**config.mk**
```make
export PLATFORM = sky130hd
export DESIGN_NAME = draw_scheduler
export DESIGN_NICKNAME = d
export VERILOG_FILES = /design/src/rtl/draw_pkg.sv /design/src/rtl/draw_cmd_fifo.sv /design/src/rtl/draw_scheduler.sv
export SDC_FILE = /design/constraint.sdc
export NUM_CORES = 1
export LEC_CHECK = 0
export ABC_AREA = 1
export BUFFER_PORTS_ARGS = -buffer_cell sky130_fd_sc_hd__buf_4
export CORE_MARGIN = 2
export CORE_UTILIZATION = 65
export CTS_CLUSTER_SIZE = 24
export DETAILED_ROUTE_END_ITERATION = 10
export GPL_TIMING_DRIVEN = 1
export PLACE_DENSITY = 0.85
export SYNTH_ARGS = -nofsm -noshare
export SYNTH_HDL_FRONTEND = slang
export SYNTH_SLANG_ARGS = --single-unit
```
**constraint.sdc**
```tcl
create_clock -name clk -period 8.39 [get_ports clk]
set_input_delay 0.4195 -clock clk [delete_from_list [all_inputs] [get_ports clk]]
set_output_delay 0.4195 -clock clk [all_outputs]
set_load 0.02 [all_outputs]
```
**src/rtl/draw_pkg.sv**
```systemverilog
// Shared types and constants for the queued rectangle drawing path.
package draw_pkg;

  localparam int X_W  = 10;
  localparam int Y_W  = 9;
  localparam int S_W  = 6;
  localparam int C_W  = 3;
  localparam int XE_W = X_W + 1;
  localparam int YE_W = Y_W + 1;

  localparam int SCREEN_W_DEF = 640;
  localparam int SCREEN_H_DEF = 480;

  typedef struct packed {
    logic [X_W-1:0] x;
    logic [Y_W-1:0] y;
    logic [S_W-1:0] w_m1;
    logic [S_W-1:0] h_m1;
    logic [C_W-1:0] colour;
    logic           last;
  } draw_cmd_t;

  typedef enum logic [1:0] {
    IDLE,
    DRAW,
    DONE
  } state_t;

  // Extra msb keeps base + offset from wrapping past the screen edge.
  function automatic logic [XE_W-1:0] raster_x(input logic [X_W-1:0] base,
                                               input logic [S_W-1:0] off);
    return {1'b0, base} + XE_W'(off);
  endfunction

  function automatic logic [YE_W-1:0] raster_y(input logic [Y_W-1:0] base,
                                               input logic [S_W-1:0] off);
    return {1'b0, base} + YE_W'(off);
  endfunction

endpackage

```
**src/rtl/draw_cmd_fifo.sv**
```systemverilog
// Synchronous command FIFO of draw_cmd_t; push is ignored when full, pop when empty.
module draw_cmd_fifo
  import draw_pkg::*;
#(
  parameter int DEPTH = 4,
  localparam int PTR_W = $clog2(DEPTH),
  localparam int CNT_W = PTR_W + 1
) (
  input  logic             clk,
  input  logic             reset,
  input  logic             push,
  input  draw_cmd_t        wdata,
  input  logic             pop,
  output draw_cmd_t        rdata,
  output logic             full,
  output logic             empty,
  output logic [CNT_W-1:0] count
);

  draw_cmd_t        mem_q [DEPTH];
  logic [PTR_W-1:0] wr_ptr_q, wr_ptr_d;
  logic [PTR_W-1:0] rd_ptr_q, rd_ptr_d;
  logic [CNT_W-1:0] count_q, count_d;
  logic             do_push, do_pop;

  assign full  = (count_q == CNT_W'(DEPTH));
  assign empty = (count_q == '0);
  assign count = count_q;
  assign rdata = mem_q[rd_ptr_q];

  always_comb begin
    do_push  = push && !full;
    do_pop   = pop && !empty;
    wr_ptr_d = wr_ptr_q + PTR_W'(do_push);
    rd_ptr_d = rd_ptr_q + PTR_W'(do_pop);
    count_d  = count_q + CNT_W'(do_push) - CNT_W'(do_pop);
  end

  always_ff @(posedge clk) begin
    if (reset) begin
      wr_ptr_q <= '0;
      rd_ptr_q <= '0;
      count_q  <= '0;
    end else begin
      wr_ptr_q <= wr_ptr_d;
      rd_ptr_q <= rd_ptr_d;
      count_q  <= count_d;
      if (do_push) mem_q[wr_ptr_q] <= wdata;
    end
  end

endmodule

```
**src/rtl/draw_scheduler.sv**
```systemverilog
// Queues rectangle commands and rasterises them row-major onto one plot port.
//   state | meaning
//   IDLE  | wait for a queued command, pop it into the working registers
//   DRAW  | walk the rectangle; clipped pixels take one cycle, visible ones wait for plot_ready
//   DONE  | one-cycle job_done pulse after a cmd_last shape
module draw_scheduler
  import draw_pkg::*;
#(
  parameter int DEPTH    = 4,
  parameter int SCREEN_W = SCREEN_W_DEF,
  parameter int SCREEN_H = SCREEN_H_DEF
) (
  input  logic           clk,
  input  logic           reset,
  input  logic           cmd_valid,
  output logic           cmd_ready,
  input  logic [X_W-1:0] cmd_x,
  input  logic [Y_W-1:0] cmd_y,
  input  logic [S_W-1:0] cmd_w_m1,
  input  logic [S_W-1:0] cmd_h_m1,
  input  logic [C_W-1:0] cmd_colour,
  input  logic           cmd_last,
  output logic [X_W-1:0] plot_x,
  output logic [Y_W-1:0] plot_y,
  output logic [C_W-1:0] plot_colour,
  output logic           plot,
  input  logic           plot_ready,
  output logic           busy,
  output logic           job_done
);

  localparam int CNT_W = $clog2(DEPTH) + 1;

  draw_cmd_t        fifo_wdata, fifo_head;
  logic             fifo_pop, fifo_full, fifo_empty;
  logic [CNT_W-1:0] fifo_count;

  state_t           state_q, state_d;
  draw_cmd_t        cur_q, cur_d;
  logic [S_W-1:0]   ox_q, ox_d, oy_q, oy_d;
  logic             plot_q, plot_d;
  logic             job_done_q, job_done_d;
  logic [X_W-1:0]   plot_x_q, plot_x_d;
  logic [Y_W-1:0]   plot_y_q, plot_y_d;
  logic [C_W-1:0]   plot_colour_q, plot_colour_d;
  logic [XE_W-1:0]  px_next;
  logic [YE_W-1:0]  py_next;
  logic             clip_next;

  assign fifo_wdata = '{x: cmd_x, y: cmd_y, w_m1: cmd_w_m1, h_m1: cmd_h_m1,
                        colour: cmd_colour, last: cmd_last};

  draw_cmd_fifo #(.DEPTH(DEPTH)) u_fifo (
    .clk   (clk),
    .reset (reset),
    .push  (cmd_valid),
    .wdata (fifo_wdata),
    .pop   (fifo_pop),
    .rdata (fifo_head),
    .full  (fifo_full),
    .empty (fifo_empty),
    .count (fifo_count)
  );

  assign cmd_ready   = !fifo_full;
  assign busy        = (state_q != IDLE) || (fifo_count != '0);
  assign plot        = plot_q;
  assign plot_x      = plot_x_q;
  assign plot_y      = plot_y_q;
  assign plot_colour = plot_colour_q;
  assign job_done    = job_done_q;

  always_comb begin
    state_d  = state_q;
    cur_d    = cur_q;
    ox_d     = ox_q;
    oy_d     = oy_q;
    fifo_pop = 1'b0;
    case (state_q)
      IDLE: begin
        if (!fifo_empty) begin
          fifo_pop = 1'b1;
          cur_d    = fifo_head;
          ox_d     = '0;
          oy_d     = '0;
          state_d  = DRAW;
        end
      end
      DRAW: begin
        // plot_q is only high in DRAW on a visible pixel, so it doubles as "must wait for ready".
        if (!plot_q || plot_ready) begin
          if (ox_q == cur_q.w_m1) begin
            ox_d = '0;
            if (oy_q == cur_q.h_m1) begin
              oy_d    = '0;
              state_d = cur_q.last ? DONE : IDLE;
            end else begin
              oy_d = oy_q + 1'b1;
            end
          end else begin
            ox_d = ox_q + 1'b1;
          end
        end
      end
      DONE:    state_d = IDLE;
      default: state_d = IDLE;
    endcase

    // Outputs are registered, so they are derived from the next pixel position.
    px_next       = raster_x(cur_d.x, ox_d);
    py_next       = raster_y(cur_d.y, oy_d);
    clip_next     = (px_next >= XE_W'(SCREEN_W)) || (py_next >= YE_W'(SCREEN_H));
    plot_d        = (state_d == DRAW) && !clip_next;
    plot_x_d      = plot_d ? px_next[X_W-1:0] : plot_x_q;
    plot_y_d      = plot_d ? py_next[Y_W-1:0] : plot_y_q;
    plot_colour_d = plot_d ? cur_d.colour : plot_colour_q;
    job_done_d    = (state_d == DONE);
  end

  always_ff @(posedge clk) begin
    if (reset) begin
      state_q       <= IDLE;
      cur_q         <= '0;
      ox_q          <= '0;
      oy_q          <= '0;
      plot_q        <= 1'b0;
      job_done_q    <= 1'b0;
      plot_x_q      <= '0;
      plot_y_q      <= '0;
      plot_colour_q <= '0;
    end else begin
      state_q       <= state_d;
      cur_q         <= cur_d;
      ox_q          <= ox_d;
      oy_q          <= oy_d;
      plot_q        <= plot_d;
      job_done_q    <= job_done_d;
      plot_x_q      <= plot_x_d;
      plot_y_q      <= plot_y_d;
      plot_colour_q <= plot_colour_d;
    end
  end

endmodule

```
==> metrics.md <==
| Metric | Value |
|---|---|
| Switching power | about 0.0017 W |
| Yosys reg bits | 220 |
| RePlAce Congestion | ~0.82 |
| PwrDens | between 300 and 400 nW/µm² |
| Final HPWL DP | approximately 13 mm |
| Sequential cell area fraction in the yosys report | between 60 and 70% |
| Yosys top cell area share | around 44% |
| Layout Skew | slightly above 10 ps |
| Max cap viols | 0 |
| Layout cell share with drive strength beyond 1 | between 10% and 20% |
| Post-synth ARST share | 0% |
| CORE AREA | between 10000 and 15000 µm² |
| I/O pin count | 65 |
| Critical path type | register to register |
| CP Capture Type | register |
| Fin Setup TNS | 0 ps |
| P_int | approximately 0.0024 W |
| Critical path arrival | about 4700 ps |
| Synthesized area per cell | between 9 and 10 µm² |
| Max_slew headroom | approximately a quarter |
| DP Worst Slack | 4180 ps |
| Antenna violations before repair | 1 |
| CTS HTree Levels | 1 |
| Most frequent cell after synthesis | nand2_1 |
| Drt first-iter violations | 736 |
| Tot Pwr | a little over 0.004 W |
| CTS tree | done |
| Post-CTS Resized | 0 |
| Final worst-path setup slack | slightly above 4000 ps |
| Global route total overflow | 0 |
| Detailed Routing Iterations Pass 1 | 5 |
| ANT cells | 0 |
| Prevailing post-synth register cell | edfxtp_1 |
| Static Leak | 4.70 nW |
| Clock latency on the worst-skew pair | ~530 ps |
| Final Core Density | 75.5% |
| Post-CTS Hold Buffers | 0 |
| Distinct cell type count after synthesis | 44 |
| Post-synth top cells | 192 x nand2_1, 162 x nor2_1, 140 x edfxtp_1 |
| Total GRT Usage | 25.9% |
| Clock tree buffer depth | 3 |
| Drt wl/cell | around 16 µm |
| Nets@finish | 1135 |
| Die X | between 100 and 150 µm |
| First-pass GRT wire length | 32.9 mm |
| Final setup vio count | 0 |
| Die area | roughly 16000 µm² |
| Sw frac | approximately 40% |
| Slew @ Worst Pin | roughly 1100 ps |
| Vias | 7113 |
| Vias in the first global route | a little under 7000 |
| Slew Limit Fails | 0 |
| Final min period | 4330 ps |
| Crit share post-route | between 50 and 60% |
| F_max | between 0.2 and 0.25 GHz |
| Die Ht | 126 µm |
| Syn_nets | between 1000 and 1500 |
| RSZ-0062 raised after global routing | false |
| Crit Path Max Fanout | between 70 and 80 |
| Synth Instances | 1018 |
| Starting Density | approximately two thirds |
| Top cells by area, synth | edfxtp_1 44%, dfxtp_1 17%, nand2_1 7.5%, nor2_1 6.3%, inv_1 4.9% |
| Worst reg2reg setup slack | approximately 4100 ps |
| Worst vdd ir | 0.212 mV |
| WL final | between 20 and 25 mm |
| Inserted Clock Buffers | 23 |
| Worst setup SP type | register |
| Postcts setup bufs | 0 |
| Hold WC Path Type | primary input to register |
| Number of synthesized flops with an enable pin | 140 |
| Syn. warnings | 0 |
| Port Buffers | 64 |
| CTS Root Cell | clkbuf_16 |
| Pin count of the biggest net entering global routing | between 70 and 80 |
| Drt drc | 0 |
| Status | complete, no violations |
| Combinational share of power | 41.4% |
| Reg power frac | a little over a third |
| Vias/cell | around 5.6 |
| Worst Path Required | 8800 ps |
| Clock share of power | about a quarter |
| Final hold vios | 0 |
| Area leader, netlist | edfxtp_1 |
| Post-route ant nets | 0 |
| Reg clk slew, reported paths | 60 ps |
| Row count | 44 |
| Area delta synth->final | 13.8% |
| CTS sink count | 220 |
| Cell Area, Synth | between 9000 and 10000 µm² |
## layer usage
layer / wire length [µm] / share of wire, % / vias up / track usage [%]
met5: 0 / 0 / - / 0
met4: 531 / 2.6 / 0 / 8.66
met3: 1750 / 8.6 / 51 / 5.40
met2: 9520 / 47 / 306 / 41.4
met1: 8490 / 42 / 3279 / 35.8
li1: - / - / 3477 / -
## critical path, stage by stage, from the launching register on
cell      delay (ps)
dfxtp_2          310
buf_4            570
inv_4            440
o21ai_0          280
o221ai_1         130
o21ai_0          240
inv_1            170
ha_1             410
nand2_1           80
inv_1             60
nand3_1           70
nand2_1          100
nand2_1           60
nand2_1          120
nand3_1           90
nand2_1           70
nand2_1           80
nand2_2          220
nand3_4          330
nor2_1           230
nor2_1            60
## flip-flops by register name, summed over array words and instances (netlist names)
signal,flops
cur_q,35
job_done,1
ox_q,6
oy_q,6
plot,1
plot_colour,3
plot_x,10
plot_y,9
state_q,2
u_fifo.count,3
u_fifo.mem_q,140
u_fifo.rd_ptr_q,2
u_fifo.wr_ptr_q,2
## final timing paths
path,from,to,depth (start not counted)
worst max-delay path,u_fifo.rd_ptr_q[0],plot_x[0],20
worst min-delay path,cmd_x[9],u_fifo.mem_q[3][34],1
worst max register to register,u_fifo.rd_ptr_q[0],plot_x[0],20
worst min register to register,plot_y[7],plot_y[7],2
## per-stage QoR
step	instance area, µm²	hold slack, ps	std cells
CTS	11000	79.0	1276
detailed placement	10300	436	1234
floorplan	9640	449	1018
global route	11000	75.5	1276
global placement	10300	434	1234
finish	11000	95.6	1276
## power by group through the flow
stage | sequential [W] | combinational, W | clock, W
4_1_cts | 0.00144 | 0.00169 | 0.000972
3_3_place_gp | 0.00145 | 0.00161 | 0
2_1_floorplan | 0.00148 | 0.00127 | 0
5_1_grt | 0.00146 | 0.00194 | 0.00102
3_5_place_dp | 0.00146 | 0.00166 | 0
6_report | 0.00144 | 0.00170 | 0.000961
## area by class of cell
type / count / area [µm²]
multi-input combinational: 623 / 3150
inverter: 131 / 494
fill: 985 / 3560
clock inverter: 10 / 70.1
sequential: 220 / 5810
clock buffer: 32 / 649
tap: 184 / 230
timing repair buffer: 76 / 571
## cells in the final DEF (no fill, tap or decap), types with 4 or more instances in the layout
master	instances
nand2_1	192
nor2_1	162
edfxtp_1	140
inv_1	126
o21ai_0	87
dfxtp_1	79
buf_4	76
nand3_1	30
clkbuf_16	23
a21oi_1	21
ha_1	18
nand4_1	17
a31oi_1	15
o221ai_1	12
xor2_1	11
xnor2_1	10
clkinv_2	7
nor3_1	6
nand2_2	5
clkbuf_1	5
inv_2	4
nor3_2	4
clkbuf_8	4
## kinds of logic after synthesis
logic type	Yosys count	synth area share, %
buffers and inverters	175	7.32
xor gates and xnor gates	21	1.91
muxes	3	0.311
AOI/OAI and AO/OA	148	8.69
and+or+nand+nor	430	18.6
DFF	220	60.2
adders and majority gates	21	2.96
No activity file was read; power rests on OpenSTA's default activity.
